<file path="config.mk">
export PLATFORM = sky130hd
export DESIGN_NAME = fetch_stage
export DESIGN_NICKNAME = d
export VERILOG_FILES = /design/src/rtl/fetch_stage.sv
export SDC_FILE = /design/constraint.sdc
export NUM_CORES = 1
export LEC_CHECK = 0
export CORE_AREA = 4 4 121 170
export DETAILED_ROUTE_END_ITERATION = 6
export DIE_AREA = 0 0 125 174
export PLACE_DENSITY = 0.73
export SYNTH_ARGS = -nofsm -noshare
export SYNTH_HDL_FRONTEND = slang
export SYNTH_SLANG_ARGS = --single-unit
</file>
<file path="constraint.sdc">
create_clock -name clk -period 2.06 [get_ports clk]
set_input_delay 0.206 -clock clk [delete_from_list [all_inputs] [get_ports clk]]
set_output_delay 0.206 -clock clk [all_outputs]
set_load 0.02 [all_outputs]
</file>
<file path="src/rtl/fetch_stage.sv">
// fetch_stage: instruction-fetch stage sitting directly upstream of the IF/ID register.
//
// Owns the program counter. Keeps at most one request outstanding to instruction
// memory using a level handshake. Presents {pc, instr} with a valid flag to IF/ID.
// When downstream stalls, a one-entry skid buffer absorbs the instruction that was
// already in flight. A redirect squashes both in-flight and buffered instructions.
//
// Parameters
//   XLEN      PC / address width; o_ifid is XLEN+32 bits wide
//   RESET_PC  first PC fetched after reset (word aligned)
//
// Ports
//   clk, reset     clock and synchronous active-high reset
//   o_imem_req     request to instruction memory, held until i_imem_ack
//   o_imem_addr    word address of the request, stable while o_imem_req is high
//   i_imem_ack     one-cycle acknowledge carrying i_imem_rdata
//   i_imem_rdata   fetched instruction, valid only with i_imem_ack
//   i_stall        downstream is not accepting (IF/ID enable = ~i_stall)
//   i_redirect     one-cycle pulse: squash and refetch from i_redirect_pc
//   i_redirect_pc  redirect target; the low two bits are ignored
//   o_valid        o_ifid holds a live instruction
//   o_ifid         {pc, instr}
//
// Optional feature: define FETCH_PERF_CNT_EN to add two saturating counters.
//   o_stall_cycles  cycles with o_valid & i_stall
//   o_fetch_count   instructions accepted downstream
module fetch_stage #(
  parameter int              XLEN     = 32,
  parameter logic [XLEN-1:0] RESET_PC = '0
) (
  input  logic               clk,
  input  logic               reset,
  output logic               o_imem_req,
  output logic [XLEN-1:0]    o_imem_addr,
  input  logic               i_imem_ack,
  input  logic [31:0]        i_imem_rdata,
  input  logic               i_stall,
  input  logic               i_redirect,
  input  logic [XLEN-1:0]    i_redirect_pc,
  output logic               o_valid,
  output logic [XLEN+31:0]   o_ifid
`ifdef FETCH_PERF_CNT_EN
  ,
  output logic [31:0]        o_stall_cycles,
  output logic [31:0]        o_fetch_count
`endif
);

  // IDLE: one settling cycle after reset
  // REQ:  request live
  // DROP: squashed request still awaiting its ack
  // HOLD: skid buffer full, no request
  typedef enum logic [1:0] {IDLE, REQ, DROP, HOLD} state_e;

  state_e            state_q, state_d;
  logic [XLEN-1:0]   pc_q, pc_d;
  logic [XLEN-1:0]   req_addr_q, req_addr_d;
  logic              valid_q, valid_d;
  logic [XLEN+31:0]  ifid_q, ifid_d;
  logic [XLEN+31:0]  skid_q, skid_d;

  logic              consume;
  logic              slot_free;
  logic [XLEN-1:0]   redirect_pc;
  logic [XLEN-1:0]   pc_plus4;
  logic              unused_redirect_lsbs;

  assign consume              = valid_q & ~i_stall;
  assign slot_free            = ~valid_q | consume;
  assign redirect_pc          = {i_redirect_pc[XLEN-1:2], 2'b00};
  assign pc_plus4             = pc_q + XLEN'(4);
  assign unused_redirect_lsbs = ^i_redirect_pc[1:0];

  always_ff @(posedge clk) begin
    if (reset) begin
      state_q    <= IDLE;
      pc_q       <= RESET_PC;
      req_addr_q <= '0;
      valid_q    <= 1'b0;
      ifid_q     <= '0;
      skid_q     <= '0;
    end else begin
      state_q    <= state_d;
      pc_q       <= pc_d;
      req_addr_q <= req_addr_d;
      valid_q    <= valid_d;
      ifid_q     <= ifid_d;
      skid_q     <= skid_d;
    end
  end

  // Next-state and datapath. Two rules are applied outside the state case:
  // a consumed instruction leaves the slot, and a redirect clears the slot last.
  // Applying the redirect last lets it override both consume and stall.
  always_comb begin
    state_d    = state_q;
    pc_d       = pc_q;
    req_addr_d = req_addr_q;
    valid_d    = valid_q;
    ifid_d     = ifid_q;
    skid_d     = skid_q;

    if (consume) begin
      valid_d = 1'b0;
    end

    case (state_q)
      IDLE: begin
        state_d = REQ;
        if (i_redirect) begin
          pc_d       = redirect_pc;
          req_addr_d = redirect_pc;
        end else begin
          req_addr_d = pc_q;
        end
      end

      REQ: begin
        if (i_imem_ack) begin
          if (i_redirect) begin
            // The returned data belongs to the squashed path.
            pc_d       = redirect_pc;
            req_addr_d = redirect_pc;
          end else if (slot_free) begin
            ifid_d     = {req_addr_q, i_imem_rdata};
            valid_d    = 1'b1;
            pc_d       = pc_plus4;
            req_addr_d = pc_plus4;
          end else begin
            skid_d  = {req_addr_q, i_imem_rdata};
            pc_d    = pc_plus4;
            state_d = HOLD;
          end
        end else if (i_redirect) begin
          // A request cannot be withdrawn, so wait out its ack in DROP.
          pc_d    = redirect_pc;
          state_d = DROP;
        end
      end

      DROP: begin
        if (i_redirect) begin
          pc_d = redirect_pc;
        end
        if (i_imem_ack) begin
          state_d    = REQ;
          req_addr_d = i_redirect ? redirect_pc : pc_q;
        end
      end

      HOLD: begin
        if (i_redirect) begin
          pc_d       = redirect_pc;
          req_addr_d = redirect_pc;
          state_d    = REQ;
        end else if (consume) begin
          ifid_d     = skid_q;
          valid_d    = 1'b1;
          req_addr_d = pc_q;
          state_d    = REQ;
        end
      end

      default: state_d = IDLE;
    endcase

    if (i_redirect) begin
      valid_d = 1'b0;
    end
  end

  always_comb begin
    o_imem_req  = (state_q == REQ) || (state_q == DROP);
    o_imem_addr = req_addr_q;
    o_valid     = valid_q;
    o_ifid      = ifid_q;
  end

`ifdef FETCH_PERF_CNT_EN
  logic [31:0] stall_cycles_q, stall_cycles_d;
  logic [31:0] fetch_count_q, fetch_count_d;

  // Both counters stop at all-ones instead of wrapping.
  always_comb begin
    stall_cycles_d = stall_cycles_q;
    fetch_count_d  = fetch_count_q;
    if (valid_q && i_stall && (stall_cycles_q != 32'hFFFF_FFFF)) begin
      stall_cycles_d = stall_cycles_q + 32'd1;
    end
    if (consume && (fetch_count_q != 32'hFFFF_FFFF)) begin
      fetch_count_d = fetch_count_q + 32'd1;
    end
  end

  always_ff @(posedge clk) begin
    if (reset) begin
      stall_cycles_q <= '0;
      fetch_count_q  <= '0;
    end else begin
      stall_cycles_q <= stall_cycles_d;
      fetch_count_q  <= fetch_count_d;
    end
  end

  assign o_stall_cycles = stall_cycles_q;
  assign o_fetch_count  = fetch_count_q;
`endif

endmodule
</file>
==> impl_results.md, run 1 <==
* Number of synthesized flops with an enable pin at 0
* Layout cells sized above 1 at 12.8%
* Slew headroom at 52.7%
* Sequential share of power at 46.1%
* Chip height at 174 um
* Arr. time, crit path at 2350 ps
* Final setup viols at 0
* Net Switching at 2.43 mW
* Commonest cells after routing, fill and taps aside: dfxtp_1 (194), nand2_1 (167), clkdlybuf4s50_1 (161)
* Via/cell ratio at around 5.5
* Placed Area at 11400 um2
* Worst-Skew Late Latency at 430 ps
* Worst path cell trace: buf_4 > ha_1 > nand2b_1 > o21ai_1 > buf_4 > nor2_2 > nor2_1 > a22o_1
* Clock share of power at between 30% and 40%
* DRC errors left at 0
* Post-synthesis register bit count at 195
* Placer congestion estimate at between 0.9 and 1
* Share of the synthesized area in the top cell type at 43.4%
* Sw Ratio at 27.3%
* Comb pwr share at 16.2%
* Final instance area at 12000 um2
* Unrepaired setup endpoints after global routing: false
* Mean area per synthesized cell at 8.59 um2
* Vias post-DR at between 8000 and 9000
* Final Core Density at 63.1%
* Startpoint types: register
* Antenna diodes at 0
* Post-detail-place hpwl at 17700 um
* Total routed wirelength at 24700 um
* Leading post-synthesis cells by cell area: dfxtp_1 (43%), mux2i_1 (8.8%), nand2_1 (7.0%)
* Critical path fanouts, max at 7
* WL per Instance at 16.5 um
* Post-synthesis instance total at 1048
* Sequential cell area fraction in the yosys report at ~43%
* Worst setup EP type: register
* Post-synth cell types at 65
* # IOs at 167
* Leakage at 4.12 nW
* Fin crit share at between 90% and 100%
* Pwr dens at 740 nW/um2
* Syn Std Cell Area at 9000 um2
* Core footprint at 19100 um2
* Max frequency at 493 MHz
* Maxcap violations at 0
* Die area at 21800 um2
* CTS Buf Count at 17
* Worst-Margin Slew at 710 ps
* Clock Root Buffer: clkbuf_16
* Grt ovf at 0
* Ys flop type: dfxtp_1
* Die width at 125 um
* Pre-antenna DRT Iters at 7
* Setup Fix Bufs, Post-CTS at 0
* Reg clk slew, reported paths at around 70 ps
* Final hold viol count at 0
* Initial antenna violation count at 0
* VDD IR max at around 0.56 mV
* First-pass GRT wire length at 39900 um
* Slew Limit Fails at 0
* Minimum clock period at about 2000 ps
* Cell row count at 60
* Largest net degree at the start of global routing at slightly below 70
* H-Tree Depth at 4
* Mapped Nets at ~1100
* Overall Power at ~8.9 mW
* Slowest CP cell: dfxtp_1
* Port Buffer Count at 164
* TritonCTS clock tree: done
* Synth Warn # at 0
* Gr usage total at 22.2%
* Most common cell after layout, fill and taps aside: dfxtp_1
* Int Pwr at 6.47 mW
* Area growth syn-to-layout at 33.6%
* Worst Setup Path Type: register to register
* Worst clock skew at 10.6 ps
* HP Class: primary input to register
* # clock sinks at ~200
* Starting density of the core at 47.2%
* Final net count at approximately 1300
* Vias in the first global route at between 7000 and 8000
* Status: completed
* Area leader, netlist: dfxtp_1
* Worst path max stage delay at approximately 320 ps
* Routed Antenna Nets at 0
* Most Frequent Cell on Critical Path: buf_4
* Asr flop ratio synth at 0%
* Iter 0 DRT Violations at 487
* Critical Path RT at 2380 ps
* CTS Buffer Depth at 2
[layer usage]
metal / part of all wire [%] / GRT usage, %
met1: 42 / 27.1
met2: 49 / 37.7
met3: 5.3 / 4.46
met4: 3.8 / 9.86
met5: 0 / 0
[critical path: cells and delay by family, from the launching register on]
kind            cells  cell delay, ps
fa+ha+maj           1             180
compound gates      2             400
simple gates        3             660
flops               1             320
buf+inv             2             340
[per-stage QoR]
step                      TNS (ps)  setup WS [ps]  std cells  hold slack (ps)
after global routing             0           1.51       1496              119
after CTS                        0           2.91       1496              102
final                            0           32.1       1496              127
after floorplan                  0            110       1048              342
after detailed placement      -770          -88.0       1464              446
after global placement        -167          -67.5       1464              441
[cell type report]
class                      count  area [um2]
clock buffer                  17         425
clock inverter                15         171
fill                        1677        7050
inverter                      13        48.8
multi-input combinational    750        4670
sequential                   195        3910
tap                          248         310
timing repair buffer         258        2500
[power groups by stage]
stage	clock network [mW]	logic, mW	registers, mW
floorplan	0	0.611	4.31
global placement	0	1.43	4.18
detailed placement	0	1.44	4.19
CTS	3.42	1.45	4.10
global route	3.56	1.56	4.12
finish	3.35	1.45	4.10
[sequential cells by signal, summed over array words and instances (netlist names)]
name,cells
state_q,2
skid_q,64
o_valid,1
o_ifid,64
pc_q,32
o_imem_addr,32
[synth_stat cells, types with 4 or more instances]
cell type  count
dfxtp_1      195
nand2_1      167
a21oi_1       94
nor2_1        94
mux2i_1       79
a211oi_1      72
clkbuf_1      51
buf_2         24
nand4_1       22
nand3_1       19
nor3_1        16
o211ai_1      14
inv_1         13
o21ai_0       12
xnor2_1       12
nand2b_1      11
mux2_2         9
nor2b_1        8
xor2_1         8
a311oi_1       7
buf_4          7
nor4_1         7
or3_1          7
and3_1         6
and4_1         5
buf_1          5
ha_1           5
nor3b_1        5
a22o_1         4
and2_1         4
o21a_1         4
o21ai_1        4
or4_1          4
[repair_timing]
| item | CTS | global route |
|---|---|---|
| setup endpoints to repair | 1 | 16 |
| hold buffers | 0 | 0 |
| gates resized for setup | 1 | 2 |
[kinds of logic after synthesis]
logic type / Yosys count / synth area share (%)
simple gates: 393 / 20.7
flops: 195 / 43.4
compound gates: 243 / 18.1
xor+xnor: 20 / 1.95
buf+inv: 103 / 5.17
fa+ha+maj: 5 / 0.695
mux: 89 / 10.0
[final timing paths]
path                                 start               to  slack, ps  cells after the start
worst max-delay path            state_q[1]  o_imem_addr[22]         30                      8
worst min-delay path                 reset       skid_q[32]        130                      2
worst max register to register  state_q[1]  o_imem_addr[22]         30                      8
worst min register to register  skid_q[49]       skid_q[49]        450                      2
Power figures use the tool's default switching activity.
==> inputs of run 2 (changes only) <==
CORE_AREA = 4 4 159 130   (was 4 4 121 170)
DIE_AREA = 0 0 163 134   (was 0 0 125 174)
==> run 2 against run 1 <==
Against the previous run: worst setup slack better by 56 ps; hold slack worse by 38 ps; core utilization up 0.69 points; wire length up 3.8%; total power up 0.60%; sequential share of layout area down 0.098 points; largest power group unchanged; cell count up 0.80%; combinational power about the same.
==> impl_results.md, run 2 (synthesis gave the netlist of run 1 again) <==
* Unrepaired setup endpoints after global routing: true
* Post-detail-place hpwl at 18100 um (+2.4%)
* Pre-antenna DRT Iters at 5 (-2)
* Status: completed
* Starting density of the core at 47.6% (+0.37 points)
* Arr. time, crit path at 2320 ps (-30 ps)
* HP Class: primary input to register
* DRC errors left at 0 (unchanged)
* Area growth syn-to-layout at 34.0%
* Slew Limit Fails at 0 (unchanged)
* Die width at 163 um (+30%)
* Initial antenna violation count at 0 (unchanged)
* CTS Buffer Depth at 2 (unchanged)
* CTS Buf Count at 17 (unchanged)
* Cell row count at 45 (-25%)
* Final setup viols at 0 (unchanged)
* Die area at 21800 um2 (+0.42%)
* Worst setup EP type: register
* # clock sinks at 195 (unchanged)
* Startpoint types: register
* Core footprint at 18900 um2 (-0.79%)
* Grt ovf at 0 (unchanged)
* # IOs at 167 (unchanged)
* Worst-Skew Late Latency at 440 ps (about the same)
* Commonest cells after routing, fill and taps aside: dfxtp_1 (194), nand2_1 (167), clkdlybuf4s50_1 (161)
* Area of the multi-input gates at 4700 um2 (+0.80%)
* Fillcell total at 1623 (-3.2%)
* Critical path fanouts, max at 8 (+1)
* Worst Setup Path Type: register to register
* CTS Hold Bufs at 0 (unchanged)
* Vias in the first global route at 7852 (+0.72%)
* Worst clock skew at 15.6 ps (+5.01 ps)
* Antenna diodes at 0 (unchanged)
* Pwr dens at 742 nW/um2 (+0.29%)
* Worst-Margin Slew at 757 ps (+47.6 ps)
* TNS Setup at 0 ps (unchanged)
* H-Tree Depth at 4 (unchanged)
* Vias post-DR at 8369 (+1.8%)
* Hold Worst Slack at 89.7 ps (-37.6 ps)
* Via/cell ratio at 5.55 (+0.97%)
* Port Buffer Count at 164 (unchanged)
* Max frequency at 507 MHz (+2.8%)
* TritonCTS clock tree: done
* Placer congestion estimate at 0.928 (-0.36%)
* Chip height at 134 um (-23%)
* Fin crit share at 95.7% (-2.7 points)
* Most common cell after layout, fill and taps aside: dfxtp_1
* Minimum clock period at 1970 ps (-55.8 ps)
* Final hold viol count at 0 (unchanged)
* Iter 0 DRT Violations at 764 (+57%)
* First-pass GRT wire length at 41400 um (+4.0%)
* Slew headroom at 49.5% (-3.2 points)
* Gr usage total at 23.4% (+1.2 points)
* WL per Instance at 17.0 um (+3.0%)
* VDD IR max at 0.429 mV (-23%)
* Critical Path RT at 2410 ps (+30 ps)
* Final net count at 1311 (+0.15%)
* Total routed wirelength at 25600 um (+3.8%)
* Maxcap violations at 0 (unchanged)
* Routed Antenna Nets at 0 (unchanged)
* Largest net degree at the start of global routing at 65 (-5.8%)
* Reg clk slew, reported paths at 70 ps (about the same)
* Leakage at 4.14 nW (+0.34%)
* Clock Root Buffer: clkbuf_16
* Layout cells sized above 1 at 13.6% (+0.78 points)
* Register Area at 3910 um2 (unchanged)
## run 2: worst max-delay path: stages, from the launching register on
cell and delay, ps:
dfxtp_1 340, inv_1 60, ha_1 200, buf_4 170, a21boi_2 180, or2_1 290, or4_1 540, o211ai_1 110
## run 2: cell type report
| type | count | area share [%] |
|---|---|---|
| Inverter | 13 | 0.405 |
| Multi-Input combinational cell | 750 | 39.0 |
| Sequential cell | 195 | 32.4 |
| Timing Repair Buffer | 260 | 20.5 |
| Clock inverter | 15 | 1.53 |
| Clock buffer | 17 | 3.53 |
| Tap cell | 258 | 2.68 |
## run 2: final timing paths
check / startpoint / endpoint / slack (ps) / depth (start not counted)
setup / recovery: state_q[1] / o_imem_addr[28] / 90 / 7
setup reg to reg: state_q[1] / o_imem_addr[28] / 90 / 7
hold reg to reg: skid_q[46] / skid_q[46] / 460 / 2
hold / removal: reset / pc_q[9] / 90 / 2
## run 2: timing repair
item | CTS | global route
resized for setup | 2 | 10
endpoints found under the setup margin | 2 | 26
setup buffers | 0 | 1
pin swaps | 0 | 1
cloned | 0 | 0
## run 2: power by group
| group | internal, mW | switching [mW] |
|---|---|---|
| logic | 0.713 | 0.751 |
| registers | 3.94 | 0.170 |
| clock network | 1.66 | 1.72 |
## run 2: through the flow
stage | cells | util, % | setup slack (ps) | total power, mW | area [um2]
finish | 1508 | 63.7 | 87.9 | 8.95 | 12100
CTS | 1507 | 63.5 | 64.1 | 8.98 | 12000
global placement | 1475 | 60.3 | -56.7 | 5.62 | 11400
global route | 1508 | 63.7 | -20.8 | 9.33 | 12100
detailed placement | 1475 | 60.3 | -108 | 5.64 | 11400
floorplan | 1048 | - | 110 | 4.92 | 9000
## run 2: per-layer routing
metal  vias up  share of wire [%]  track usage, %
li1       4117                  -               -
met1      3911                 47            34.6
met2       310                 44            34.8
met3        31                7.2            5.10
met4         0                1.5            5.96
met5         -                  0               0
==> inputs of run 3 (changes only) <==
GPL_ROUTABILITY_DRIVEN = 0   (was not set)
==> run 3 against run 2 <==
Against the previous run: combinational power is essentially flat; total power is 0.70% lower; worst setup slack worse by 22 ps; non-clock buffer count is 2 lower; largest cell class unchanged; first-iteration DRC count decreased by 10%; clock-buffer cell count rose by 1; sequential share of layout area barely moved; die area unchanged.
==> impl_results.md, run 3 (synthesis gave the netlist of run 1 again) <==
* Post-placement setup slack at -131 ps (-23.0 ps)
* Initial antenna violation count at 0 (unchanged)
* Core footprint at 18900 um2 (unchanged)
* Minimum clock period at 1990 ps (+22.0 ps)
* Pwr dens at 736 nW/um2 (-0.78%)
* CTS Buf Count at 17 (unchanged)
* Critical path fanouts, max at 6 (-2)
* Setup Fix Bufs, Post-CTS at 0 (unchanged)
* Worst-Skew Late Latency at 430 ps (about the same)
* Final cell count without fillers at 1506 (-0.13%)
* TritonCTS clock tree: done
* Unrepaired setup endpoints after global routing: true
* Slew Limit Fails at 0 (unchanged)
* Final Core Density at 63.8% (about the same)
* Status: completed
* Commonest cells after routing, fill and taps aside: dfxtp_1 (194), nand2_1 (167), clkdlybuf4s50_1 (161)
* Worst clock skew at 11.1 ps (-4.53 ps)
* Gr usage total at 23.1% (-0.36 points)
* WL per Instance at 17.0 um (+0.12%)
* Port Buffer Count at 164 (unchanged)
* Post-detail-place hpwl at 18200 um (+0.36%)
* Crit path setup slack, layout at 65.9 ps (-22.0 ps)
* Max frequency at 501 MHz (-1.1%)
* Antenna diodes at 0 (unchanged)
* Grt ovf at 0 (unchanged)
* Overall Power at 8.89 mW (-0.70%)
* H-Tree Depth at 4 (unchanged)
* Iter 0 DRT Violations at 687 (-10%)
* Area growth syn-to-layout at 34.1% (about the same)
* Fillcell total at 1604 (-1.2%)
* TNS Setup at 0 ps (unchanged)
* Starting density of the core at 47.6% (unchanged)
* Clock Root Buffer: clkbuf_16
* Final hold viol count at 0 (unchanged)
* Final instance area at 12100 um2 (about the same)
* Routed Antenna Nets at 0 (unchanged)
* Vias in the first global route at 7772 (-1.0%)
* First-pass GRT wire length at 40800 um (-1.4%)
* Worst-Margin Slew at 774 ps (+16.5 ps)
* Maxcap violations at 0 (unchanged)
* Slew headroom at 48.4% (-1.1 points)
* Cell row count at 45 (unchanged)
* Vias post-DR at 8355 (-0.17%)
* Most common cell after layout, fill and taps aside: dfxtp_1
* Final net count at 1309 (-0.15%)
* Placed Area at 11400 um2 (about the same)
* Die area at 21800 um2 (unchanged)
* Critical Path RT at 2370 ps (-40 ps)
* Startpoint types: register
* Worst setup EP type: register
* Placed Cells at 1474 (-0.068%)
* # clock sinks at 195 (unchanged)
* Reg clk slew, reported paths at 70 ps (about the same)
* HP Class: primary input to register
* Pre-antenna DRT Iters at 5 (unchanged)
* Worst Setup Path Type: register to register
* Leakage at 4.11 nW (-0.58%)
* Layout cells sized above 1 at 13.7% (+0.10 points)
* CTS Buffer Depth at 2 (unchanged)
* Hold Worst Slack at 195 ps (+105 ps)
* Final setup viols at 0 (unchanged)
* Via/cell ratio at 5.55 (about the same)
* Chip height at 134 um (unchanged)
* Largest net degree at the start of global routing at 76 (+17%)
* # IOs at 167 (unchanged)
* VDD IR max at 0.452 mV (+5.3%)
* DRC errors left at 0 (unchanged)
* Total routed wirelength at 25600 um (about the same)
* Arr. time, crit path at 2310 ps (about the same)
* Die width at 163 um (unchanged)
* Fin crit share at 96.8% (+1.1 points)
==> run 3: changes by cell type in the layout (fill, tap and decap cells not counted), sizes merged <==
cell / delta
buf: -2
clkinv: -4
clkinvlp: +3
bufinv: +1
clkbuf: +1
inv: -1
==> run 3: final cells by class <==
class                      instances  area, um2  area share, %
inverter                          13       48.8          0.404
tap                              258        323           2.67
clock inverter                    14        144           1.19
sequential                       195       3910           32.4
multi-input combinational        750       4720           39.1
timing repair buffer             258       2490           20.6
clock buffer                      18        439           3.64
==> run 3: worst max-delay path: stages (launching register included) <==
cell	delay, ps
dfxtp_2	350
buf_4	150
ha_4	170
nand2b_1	100
o21ai_1	80
buf_4	180
or4_1	520
nor4_2	250
nor3_1	80
==> run 3: final timing paths <==
| check | startpoint | end | slack, ps | depth (start not counted) |
|---|---|---|---|---|
| worst max-delay path | state_q[0] | o_imem_addr[30] | 70 | 8 |
| worst min-delay path | i_redirect | o_valid | 200 | 2 |
| worst max register to register | state_q[0] | o_imem_addr[30] | 70 | 8 |
| worst min register to register | skid_q[15] | skid_q[15] | 450 | 2 |
==> run 3: timing repair <==
action,CTS,global route
pin swaps,0,2
setup endpoints to repair,2,79
hold buffers,0,0
resized for setup,2,20
==> run 3: routing by layer <==
layer / wire, um / GRT usage [%]
met1: 11800 / 32.4
met2: 11500 / 35.6
met3: 2000 / 6.08
met4: 401 / 5.50
met5: 0 / 0
==> run 3: power by group <==
group / leakage (nW) / internal, mW / total (mW) / switching, mW
registers: 1.59 / 3.94 / 4.11 / 0.171
clock network: 0.273 / 1.74 / 3.30 / 1.56
logic: 2.25 / 0.719 / 1.47 / 0.754
total: 4.11 / 6.40 / 8.89 / 2.49
